`src/rtl/prod_ctrl.sv`:
```
// rtl/prod_ctrl.sv - N-channel producer/buffer flow controller with start arbitration and word count.
// Optional auto-stop at MAX_WORDS accepted words: define PROD_CTRL_AUTOSTOP_EN.
module prod_ctrl #(
    parameter int N_CH      = 2,
    parameter int DATA_W    = 16,
    parameter int MAX_WORDS = 100,
    parameter int SEL_W     = $clog2(N_CH + 1)
) (
    input  logic                     clk,
    input  logic                     rst,
    input  logic [N_CH-1:0]          start,
    input  logic                     stop,
    input  logic                     buffer_full,
    input  logic                     buffer_empty,
    input  logic                     data_2_valid,
    input  logic [N_CH-1:0]          prod_valid,
    input  logic [N_CH*DATA_W-1:0]   prod_data,
    output logic [N_CH-1:0]          prod_en,
    output logic                     data_1_en,
    output logic [DATA_W-1:0]        data_1,
    output logic [SEL_W-1:0]         mode,
    output logic [3:0]               led,
    output logic [15:0]              words
);

    localparam int ACT_W = $clog2(N_CH);

    localparam logic [1:0] S_IDLE  = 2'd0;
    localparam logic [1:0] S_COMM  = 2'd1;
    localparam logic [1:0] S_WAIT  = 2'd2;
    localparam logic [1:0] S_DRAIN = 2'd3;

`ifdef PROD_CTRL_AUTOSTOP_EN
    localparam logic AUTOSTOP = 1'b1;
`else
    localparam logic AUTOSTOP = 1'b0;
`endif

    logic [1:0]       state;
    logic [ACT_W-1:0] active;
    logic [N_CH-1:0]  start_prev;
    logic             stop_prev;
    logic [N_CH-1:0]  start_edge;
    logic             stop_edge;
    logic [ACT_W-1:0] first_edge;
    logic             limit_hit;

    assign start_edge = start & ~start_prev;
    assign stop_edge  = stop & ~stop_prev;

    // Walk from the top down so the lowest set edge wins.
    always_comb begin
        first_edge = '0;
        for (int i = N_CH - 1; i >= 0; i--) begin
            if (start_edge[i]) first_edge = ACT_W'(i);
        end
    end

    always_comb begin
        prod_en = '0;
        for (int i = 0; i < N_CH; i++) begin
            prod_en[i] = (state == S_COMM) && (ACT_W'(i) == active) && !buffer_full;
        end
    end

    assign data_1_en = prod_en[active] & prod_valid[active];
    assign data_1    = data_1_en ? prod_data[active*DATA_W +: DATA_W] : '0;

    // The write that reaches the limit is the last one; the state leaves COMM on that edge.
    assign limit_hit = AUTOSTOP && data_1_en && (words == 16'(MAX_WORDS - 1));

    always_ff @(posedge clk or posedge rst) begin
        if (rst) begin
            state      <= S_IDLE;
            active     <= '0;
            start_prev <= '0;
            stop_prev  <= 1'b0;
            words      <= '0;
        end else begin
            start_prev <= start;
            stop_prev  <= stop;
            if (data_1_en && words != 16'hFFFF) words <= words + 16'd1;
            case (state)
                S_IDLE: begin
                    if (|start_edge) begin
                        state  <= S_COMM;
                        active <= first_edge;
                        words  <= '0;
                    end
                end
                S_COMM: begin
                    if (stop_edge || limit_hit) state <= S_DRAIN;
                    else if (buffer_full)       state <= S_WAIT;
                end
                S_WAIT: begin
                    if (stop_edge)         state <= S_DRAIN;
                    else if (!buffer_full) state <= S_COMM;
                end
                default: begin
                    if (buffer_empty && !data_2_valid) state <= S_IDLE;
                end
            endcase
        end
    end

    assign mode = (state == S_COMM || state == S_WAIT) ? SEL_W'(active) + SEL_W'(1) : '0;

    always_comb begin
        case (state)
            S_IDLE:  led = 4'b0001;
            S_COMM:  led = 4'b0010;
            S_WAIT:  led = 4'b0100;
            default: led = 4'b1000;
        endcase
    end

endmodule

```
`config.mk`:
```
export PLATFORM = sky130hd
export DESIGN_NAME = prod_ctrl
export DESIGN_NICKNAME = d
export VERILOG_FILES = /design/src/rtl/prod_ctrl.sv
export SDC_FILE = /design/constraint.sdc
export NUM_CORES = 1
export LEC_CHECK = 0
export ABC_CLOCK_PERIOD_IN_PS = 2300
export CORE_AREA = 2 2 66 68
export DETAILED_ROUTE_END_ITERATION = 8
export DIE_AREA = 0 0 68 70
export PLACE_DENSITY = 0.75
export RECOVER_POWER = 25
export SKIP_CTS_REPAIR_TIMING = 1
export SLEW_MARGIN = 20
export SYNTH_ARGS = -nofsm -noshare
export SYNTH_HDL_FRONTEND = slang
export SYNTH_SLANG_ARGS = --single-unit
```
`constraint.sdc`:
```
create_clock -name clk -period 2.3 [get_ports clk]
set_input_delay 0.575 -clock clk [delete_from_list [all_inputs] [get_ports clk]]
set_output_delay 0.575 -clock clk [all_outputs]
set_load 0.02 [all_outputs]
```
==> results.md, run 1 <==
- DRC violations left: 0
- CTS tree: done
- Crit-path slowest cell: dfrtp_1
- Critical Path RT: 1730 ps
- Sink Count: 22
- Share of cells above drive strength 1: 0.172
- Peak supply drop: 509 uV
- Area share of the largest cell type after synthesis: 0.360
- Wire per inst: 13.7 um
- FFs w/ async S/R, synth: 1.00
- Crit end category: output pin
- Total track usage: 0.188
- Setup Total Neg Slack: 0 ps
- Status: finished, final reports clean
- Initial antenna violation count: 0
- Most frequent cell after synthesis: dfrtp_1
- Full die area: 0.00476 sq mm
- Worst Tran Pin Value: 1170 ps
- H-tree Lvls: 1
- Largest net degree at the start of global routing: 23
- Global-route wire length before repair: 7120 um
- Vias in the first global route: 1628
- Fin area: 0.00260 sq mm
- Final GP Congestion: 0.799
- CP startpoint kind: register
- Final nets: 317
- Clock-pin slew on the worst setup and hold paths: 80 ps
- #FFs+latches synth: 22
- Number of buffers created by CTS: 3
- # IOs: 83
- Die height: 70 um
- Yosys cell types: 38
- Largest stage delay on the critical path: 390 ps
- DR vias/cell: 5.28
- Sequential share of the synthesized area: 0.360
- MaxCap Viol Count: 0
- Input/output buffers: 82
- Cell family with most CP delay: buffers and inverters
- ANT nets after route: 0
- Iter 0 DRT Violations: 94
- Congestion Overflow GR: 0
- 1st-pass router iterations: 4
- Fillcell total: 365
- CTS Root Buffer Type: clkbuf_8
- Synth Cell Area: 0.00153 sq mm
- Final hold vios: 0
- Endpoints failing setup: 0
- Clock Skew: 3.34 ps
- Leakage power: 1.24 nW
- # rows: 24
- Diode count: 0
- Routed wire length: 4370 um
- Clock Latency Late Sink: 260 ps
- Core ar.: 0.00414 sq mm
- Crit-path cells: inv_1 > ha_2 > nor2b_4 > nand2b_4 > buf_6 > buf_6 > nor2_4 > buf_6
- Crit Path Category: register to output pin
- Crit-path max FO: 5
- Avg Inst Size Synth: 8.99 sq um
- DPL Wire Length: 3220 um
- CP arrival: 1680 ps
- Die width: 68 um
- F_max: 442 MHz
- CTS Buffer Depth: 2
- CP Buf/Inv Count: 4
- Cell Pwr Density: 729 mW/mm^2
- Synthesis Warnings: 0
- Cells after synthesis: 170
- Final period util: 0.983
- Synth-to-layout area growth: 70.0%
- Most frequent CP cell: buf_6
- Placed cell area: 0.00252 sq mm
- Syn Nets: 218
- Crit path time final: 2260 ps
- Slew headroom: 0.217
- Hold/Removal Path Class: register to register
- Starting Density: 0.369
- Synth Flop Type: dfrtp_1
- Final core utilization: 0.627
- Post-synth EDFFs: 0
- Synth area leader: dfrtp_1
- Max Slew Vio Count: 0
- Top post-synthesis cells by count: 22 x dfrtp_1, 21 x nor2_1, 18 x mux2i_1
- Synth top area cells: dfrtp_1 36%, mux2i_1 12%, a21oi_1 5.2%
- Vias post-DR: 1683
==> kinds of logic after synthesis <==
logic type,share of synthesized area
AOI/OAI and AO/OA,0.174
adders and majority gates,0.0491
buffers and inverters,0.0524
DFF,0.360
muxes,0.125
and+or+nand+nor,0.239
==> placed cells by master (no fill, tap or decap), types with 2 or more instances in the layout <==
cell type / netlist / routed
a211oi_1: 3 / 3
a21oi_1: 16 / 16
a31oi_1: 2 / 2
and2_1: 2 / 2
and4_1: 4 / 4
buf_4: 1 / 16
buf_6: 1 / 4
clkbuf_2: 0 / 12
clkbuf_8: 0 / 3
clkdlybuf4s50_1: 0 / 52
dfrtp_1: 22 / 22
dlygate4sd3_1: 0 / 4
dlymetal6s2s_1: 0 / 11
ha_1: 6 / 5
inv_1: 9 / 9
mux2i_1: 18 / 18
nand2_1: 2 / 2
nand2b_1: 3 / 2
nand3_1: 5 / 5
nand4_1: 4 / 4
nor2_1: 21 / 19
nor2_4: 0 / 2
nor2b_1: 5 / 4
nor3_1: 2 / 2
nor4_1: 2 / 2
o21ai_0: 4 / 4
o31ai_1: 8 / 8
or3_1: 4 / 4
or4_1: 7 / 7
==> worst paths after layout <==
check,startpoint,endpoint,slack (ps),cells after the start
max reg2reg,state[1],words[11],130,7
max,state[1],data_1[2],40,8
min in group asynchronous,rst,words[12],1130,3
min,words[14],words[14],560,1
min reg2reg,words[14],words[14],560,1
max in group asynchronous,rst,words[6],480,3
==> per-layer routing <==
metal  part of all wire  vias up  GRT usage
met5                  0        -          0
met4              0.015        0     0.0689
met3              0.067        6     0.0354
met2               0.49       79      0.304
met1               0.43      773      0.244
li1                   -      825          -
==> cell type report <==
class | instances | area (sq um) | share of cell area
clock buffers | 3 | 41.3 | 0.0159
flip-flops and latches | 22 | 551 | 0.212
multi-input cells | 130 | 931 | 0.358
inverters | 9 | 33.8 | 0.0130
repair buffers | 103 | 977 | 0.376
well taps | 52 | 65.1 | 0.0250
==> report_power, final <==
| part | internal (mW) | switching, mW | total, mW | leakage [nW] |
|---|---|---|---|---|
| clock network | 0.117 | 0.120 | 0.237 | 0.0216 |
| logic | 0.603 | 0.588 | 1.19 | 0.921 |
| registers | 0.432 | 0.0347 | 0.467 | 0.294 |
==> flip-flops by register name, indices dropped and copies added, names as in the netlist <==
name / cells
active: 1
start_prev: 2
state: 2
words: 16
stop_prev: 1
==> metrics by stage <==
step	power [mW]	hold slack, ps	instances	setup WS [ps]
2_1_floorplan	1.13	514	170	-4.30
3_3_place_gp	1.64	548	313	-530
3_5_place_dp	1.65	550	313	-561
4_1_cts	1.89	564	316	-560
5_1_grt	2.04	591	319	-20.9
6_report	1.89	560	319	40.1
Note: power is estimated with default switching activity, not from simulation.
==> run 2: changes to the inputs <==
Settings changed: ABC_AREA set to 1, CORE_AREA 2 2 66 68 to 2 2 67 69, DIE_AREA 0 0 68 70 to 0 0 69 71.
==> results.md, run 2 <==
- Final nets: 395 (was 317)
- Filler-free cell count of the finished design: 397 (was 319)
- Area share of the largest cell type after synthesis: 0.336 (was 0.360)
- MaxCap Viol Count: 0 (unchanged)
- CP arrival: 1610 ps (was 1680 ps)
- Commonest non-fill, non-tap cells in the layout: 79 x nand2_1, 52 x clkdlybuf4s50_1, 41 x nor2_1 (was 52 x clkdlybuf4s50_1, 22 x dfrtp_1, 19 x nor2_1)
- Sink Count: 22 (unchanged)
- Starting Density: 0.390 (was 0.369)
- Clock Latency Late Sink: 250 ps (was 260 ps)
- Cell Pwr Density: 697 mW/mm^2 (was 729 mW/mm^2)
- Share of cells above drive strength 1: 0.125 (was 0.172)
- Pint: 1.06 mW (was 1.15 mW)
- Endpoints failing setup: 0 (unchanged)
- Input/output buffers: 82 (unchanged)
- Clock network power share: 0.125 (about the same)
- CP startpoint kind: register (unchanged)
- Most common cell after layout, fill and taps aside: nand2_1 (was clkdlybuf4s50_1)
- Sequential share of the synthesized area: 0.336 (was 0.360)
- Synthesis Warnings: 0 (unchanged)
- Synth top area cells: dfrtp_1 34%, nand2_1 18%, nor2_1 9.4% (was dfrtp_1 36%, mux2i_1 12%, a21oi_1 5.2%)
- Final GP Congestion: 0.811 (was 0.799)
- Critical Path RT: 1730 ps (about the same)
- DRC violations left: 0 (unchanged)
- Synth Cell Area: 0.00164 sq mm (was 0.00153 sq mm)
- F_max: 458 MHz (was 442 MHz)
- Hold/Removal Path Class: register to register (unchanged)
- #FFs+latches synth: 22 (unchanged)
- Worst Tran Pin Value: 1190 ps (was 1170 ps)
- Psw: 805 uW (was 743 uW)
- Die width: 69 um (was 68 um)
- Sw frac: 0.432 (was 0.392)
- Most flops, register: words (unchanged)
- 1st-pass router iterations: 4 (unchanged)
- Clock Skew: 1.76 ps (was 3.34 ps)
- Vias post-DR: 1919 (was 1683)
- Max Slew Vio Count: 0 (unchanged)
- Avg Inst Size Synth: 6.53 sq um (was 8.99 sq um)
- Syn Nets: 299 (was 218)
- Routed wire length: 4840 um (was 4370 um)
- H-tree Lvls: 1 (unchanged)
- Core ar.: 0.00420 sq mm (was 0.00414 sq mm)
- Global-route wire length before repair: 7650 um (was 7120 um)
- Cells after synthesis: 251 (was 170)
- Full die area: 0.00490 sq mm (was 0.00476 sq mm)
- Logic pwr share: 0.622 (was 0.628)
- Status: finished, final reports clean (unchanged)
- Top post-synthesis cells by count: 79 x nand2_1, 41 x nor2_1, 29 x a21oi_1 (was 22 x dfrtp_1, 21 x nor2_1, 18 x mux2i_1)
- Diode count: 0 (unchanged)
- Sequential share of power: 0.254 (was 0.247)
- Number of buffers created by CTS: 3 (unchanged)
- DPL Wire Length: 3750 um (was 3220 um)
- Iter 0 DRT Violations: 68 (was 94)
- Vias in the first global route: 1691 (was 1628)
- Crit-path max FO: 7 (was 5)
- Top flop regs: words x16, start_prev x2, state x2 (unchanged)
- ANT nets after route: 0 (unchanged)
- CTS tree: done (unchanged)
- Synth Flop Type: dfrtp_1 (unchanged)
- Synth-to-layout area growth: 63.2% (was 70.0%)
- Congestion Overflow GR: 0 (unchanged)
- Cell total after placement: 391 (was 313)
- # rows: 24 (unchanged)
- Most frequent cell after synthesis: nand2_1 (was dfrtp_1)
- Post-synth EDFFs: 0 (unchanged)
- FFs w/ async S/R, synth: 1.00 (unchanged)
- Yosys cell types: 25 (was 38)
- Synth area leader: dfrtp_1 (unchanged)
- CTS Buffer Depth: 2 (unchanged)
- Fillcell total: 383 (was 365)
- Final hold vios: 0 (unchanged)
- Crit end category: output pin (unchanged)
- Total track usage: 0.185 (was 0.188)
- # IOs: 83 (unchanged)
- Die height: 71 um (was 70 um)
- Largest register FFs: 16 (unchanged)
- Final period util: 0.949 (was 0.983)
- RSZ-0062 raised after global routing: false
- PnR worst setup slack: 118 ps (was 40.1 ps)
- Pre-CTS setup slack: -472 ps (was -561 ps)
- Clock-pin slew on the worst setup and hold paths: 80 ps (about the same)
- Initial antenna violation count: 0 (unchanged)
- Largest net degree at the start of global routing: 27 (was 23)
- Peak supply drop: 531 uV (was 509 uV)
- DR vias/cell: 4.83 (was 5.28)
- Total power draw: 1.86 mW (was 1.89 mW)
- Wire per inst: 12.2 um (was 13.7 um)
- Crit path time final: 2180 ps (was 2260 ps)
- Slew headroom: 0.207 (was 0.217)
- Crit Path Category: register to output pin (unchanged)
- Leakage power: 1.47 nW (was 1.24 nW)
- Min Hold Slack: 588 ps (was 560 ps)
- CTS Root Buffer Type: clkbuf_8 (unchanged)
-- run 2: cell types whose count changed after synthesis, sizes merged, moves of 4 or more --
| cell | before | now |
|---|---|---|
| nand2 | 2 | 82 |
| nor2 | 21 | 47 |
| mux2i | 18 | 0 |
| nand3 | 5 | 20 |
| a21oi | 16 | 30 |
| inv | 9 | 19 |
| o31ai | 8 | 0 |
| or4 | 8 | 0 |
| nor2b | 5 | 0 |
| and4 | 4 | 0 |
| or3 | 4 | 0 |
-- run 2: power groups by stage --
stage	sequential (mW)	combinational (mW)	clock (mW)
finish	0.472	1.16	0.232
global route	0.480	1.27	0.254
CTS	0.472	1.16	0.240
detailed placement	0.479	1.15	0
global placement	0.479	1.14	0
floorplan	0.504	0.627	0
-- run 2: layout make-up --
class                      instances  area (sq um)  share of cell area
multi-input combinational        202           976               0.365
timing repair buffer              99           968               0.362
sequential                        22           551               0.206
inverter                          19          71.3              0.0267
tap                               52          65.1              0.0243
clock buffer                       3          41.3              0.0154
-- run 2: per-layer routing --
metal	routed length, um	part of all wire	track usage
met1	2210	0.46	0.259
met2	2320	0.48	0.301
met3	224	0.046	0.0185
met4	87	0.018	0.0632
met5	0	0	0
-- run 2: worst paths after layout --
path	startpoint	end	slack [ps]	cells after the start
worst max-delay path	state[1]	data_1[15]	120	6
worst min-delay path	words[7]	words[7]	590	2
worst max register to register	state[1]	words[5]	560	10
worst min register to register	words[7]	words[7]	590	2
max in group asynchronous	rst	start_prev[1]	460	3
min in group asynchronous	rst	words[4]	1140	3
-- run 2: per-stage QoR --
stage	utilization	instance area, sq um	setup TNS [ps]
after global placement	0.612	2570	-7390
after floorplan	-	1640	0
after CTS	0.622	2620	-8240
final	0.636	2670	0
after detailed placement	0.612	2570	-7960
after global routing	0.636	2670	0
-- run 2: cells by family after synthesis --
logic type	synth area share
AOI/OAI and AO/OA	0.123
adders and majority gates	0.0458
buffers and inverters	0.0772
DFF	0.336
and+or+nand+nor	0.418
-- run 2: critical path: stages, from the launching register on --
cell and delay (ps):
dfrtp_1 380, inv_1 80, ha_1 210, nand3_4 120, buf_6 150, a21oi_1 140, dlymetal6s2s_1 270
==> run 3: changes to the inputs <==
Settings changed: GPL_TIMING_DRIVEN set to 0.
==> results.md, run 3 (same netlist as run 2, synthesis figures left out) <==
- Status: finished, final reports clean (unchanged)
- Sw frac: 0.433 (was 0.432)
- DRC violations left: 0 (unchanged)
- Clock Latency Late Sink: 260 ps (was 250 ps)
- Critical Path RT: 1730 ps (about the same)
- ANT nets after route: 0 (unchanged)
- CTS Buffer Depth: 2 (unchanged)
- Logic pwr share: 0.605 (was 0.622)
- Worst Tran Pin Value: 817 ps (was 1190 ps)
- Total track usage: 0.192 (was 0.185)
- Input/output buffers: 82 (unchanged)
- CP Buf/Inv Count: 4 (was 3)
- MaxCap Viol Count: 0 (unchanged)
- # rows: 24 (unchanged)
- Synth-to-layout area growth: 66.8% (was 63.2%)
- Final GP Congestion: 0.879 (was 0.811)
- Crit-path max FO: 5 (was 7)
- DR vias/cell: 4.88 (was 4.83)
- Cell family with most CP delay: buffers and inverters (unchanged)
- Final core utilization: 0.650 (was 0.636)
- Crit-path cells: inv_2 > ha_4 > nand3_4 > buf_8 > clkbuf_16 > a21oi_1 > clkbuf_2 (was inv_1 > ha_1 > nand3_4 > buf_6 > a21oi_1 > dlymetal6s2s_1)
- Global-route wire length before repair: 7880 um (was 7650 um)
- Commonest non-fill, non-tap cells in the layout: 76 x nand2_1, 52 x clkdlybuf4s50_1, 41 x nor2_1 (was 79 x nand2_1, 52 x clkdlybuf4s50_1, 41 x nor2_1)
- Psw: 841 uW (was 805 uW)
- Peak supply drop: 453 uV (was 531 uV)
- Hold/Removal Path Class: register to register (unchanged)
- Crit-path slowest cell: dfrtp_1 (unchanged)
- Share of cells above drive strength 1: 0.143 (was 0.125)
- Congestion Overflow GR: 0 (unchanged)
- Largest stage delay on the critical path: 420 ps (was 380 ps)
- Routed wire length: 5180 um (was 4840 um)
- 1st-pass router iterations: 4 (unchanged)
- Clock-pin slew on the worst setup and hold paths: 80 ps (about the same)
- CP startpoint kind: register (unchanged)
- Setup Total Neg Slack: 0 ps (unchanged)
- Leakage power: 1.46 nW (was 1.47 nW)
- M1 GR Usage: 0.260 (was 0.259)
- Number of buffers created by CTS: 3 (unchanged)
- Most flops, register: words (unchanged)
- RSZ-0062 raised after global routing: false (unchanged)
- H-tree Lvls: 1 (unchanged)
- Clock Skew: 4.89 ps (was 1.76 ps)
- Pint: 1.10 mW (was 1.06 mW)
- Most common cell after layout, fill and taps aside: nand2_1 (unchanged)
- Filler-free cell count of the finished design: 395 (was 397)
- Vias post-DR: 1929 (was 1919)
- Initial antenna violation count: 0 (unchanged)
- Final nets: 392 (was 395)
- # IOs: 83 (unchanged)
- Die width: 69 um (unchanged)
- Full die area: 0.00490 sq mm (unchanged)
- Top flop regs: words x16, start_prev x2, state x2 (unchanged)
- Cell total after placement: 385 (was 391)
- Max Slew Vio Count: 0 (unchanged)
- Crit path time final: 2230 ps (was 2180 ps)
- Endpoints failing setup: 0 (unchanged)
- Met2 Usage GRT: 0.311 (was 0.301)
- Iter 0 DRT Violations: 80 (was 68)
- CTS tree: done (unchanged)
- CTS Root Buffer Type: clkbuf_8 (unchanged)
- Clock network power share: 0.138 (was 0.125)
- Crit end category: output pin (unchanged)
- Met3 usage: 0.0356 (was 0.0185)
- Largest net degree at the start of global routing: 23 (was 27)
- Starting Density: 0.390 (unchanged)
- Die height: 71 um (unchanged)
- Core ar.: 0.00420 sq mm (unchanged)
- DPL Wire Length: 3840 um (was 3750 um)
- CP arrival: 1660 ps (was 1610 ps)
- Sequential share of power: 0.258 (was 0.254)
- Sink Count: 22 (unchanged)
- Gr busiest metal: met2 (unchanged)
- Largest register FFs: 16 (unchanged)
- Cell Pwr Density: 711 mW/mm^2 (was 697 mW/mm^2)
- F_max: 448 MHz (was 458 MHz)
- Diode count: 0 (unchanged)
- Crit Path Category: register to output pin (unchanged)
- Vias in the first global route: 1745 (was 1691)
- Wire per inst: 13.1 um (was 12.2 um)
- Slew headroom: 0.455 (was 0.207)
- Total power draw: 1.94 mW (was 1.86 mW)
- Final hold vios: 0 (unchanged)
- Final period util: 0.971 (was 0.949)
==> run 3: changes by cell type in the layout (fill, tap and decap cells not counted), moves of 2 or more <==
cell            delta
clkbuf_16          +2
nand2_1            -3
nand2_2            +3
buf_2              +3
buf_8              +2
buf_4             -10
a21oi_2            -3
a21oi_4            +2
clkbuf_4           +2
dlymetal6s2s_1     -2
==> run 3: metal layers <==
| metal | vias to the layer above | part of all wire |
|---|---|---|
| li1 | 990 | - |
| met1 | 868 | 0.45 |
| met2 | 58 | 0.48 |
| met3 | 13 | 0.043 |
| met4 | 0 | 0.022 |
| met5 | - | 0 |
==> run 3: path summary, 6_finish.rpt <==
kind | cells after the start | startpoint | endpoint | slack [ps]
worst max-delay path | 7 | state[1] | data_1[8] | 70
worst min-delay path | 3 | start_prev[0] | active | 580
worst max register to register | 10 | words[0] | words[5] | 610
worst min register to register | 3 | start_prev[0] | active | 580
max in group asynchronous | 2 | rst | state[0] | 830
min in group asynchronous | 2 | rst | words[7] | 910
==> run 3: per-stage QoR <==
step / instance area [sq um] / worst slack, ps / hold slack, ps
2_1_floorplan: 1640 / 172 / 503
3_3_place_gp: 2520 / -899 / 538
3_5_place_dp: 2520 / -877 / 553
4_1_cts: 2580 / -895 / 572
5_1_grt: 2730 / 5.54 / 629
6_report: 2730 / 66.1 / 583
==> run 3: worst reg2reg max path, delay by kind of cell (launching register included) <==
family,cells,cell delay (ps)
adders and majority gates,1,200
buffers and inverters,2,220
DFF,1,430
and+or+nand+nor,7,780
==> run 3: power groups by stage <==
stage          Clock (mW)  Combinational [mW]  Sequential [mW]
2_1_floorplan           0               0.627            0.504
3_3_place_gp            0                1.04            0.496
3_5_place_dp            0                1.06            0.493
4_1_cts             0.274                1.06            0.487
5_1_grt             0.290                1.29            0.506
6_report            0.267                1.17            0.500
==> run 3: final cells by class <==
class                   instances  area [sq um]
plain buffers                   8          77.6
clock buffers                   4          55.1
fillers                       385          1470
inverters                      19          73.8
multi-input cells             202          1010
flip-flops and latches         22           552
well taps                      52          65.1
repair buffers                 88           902
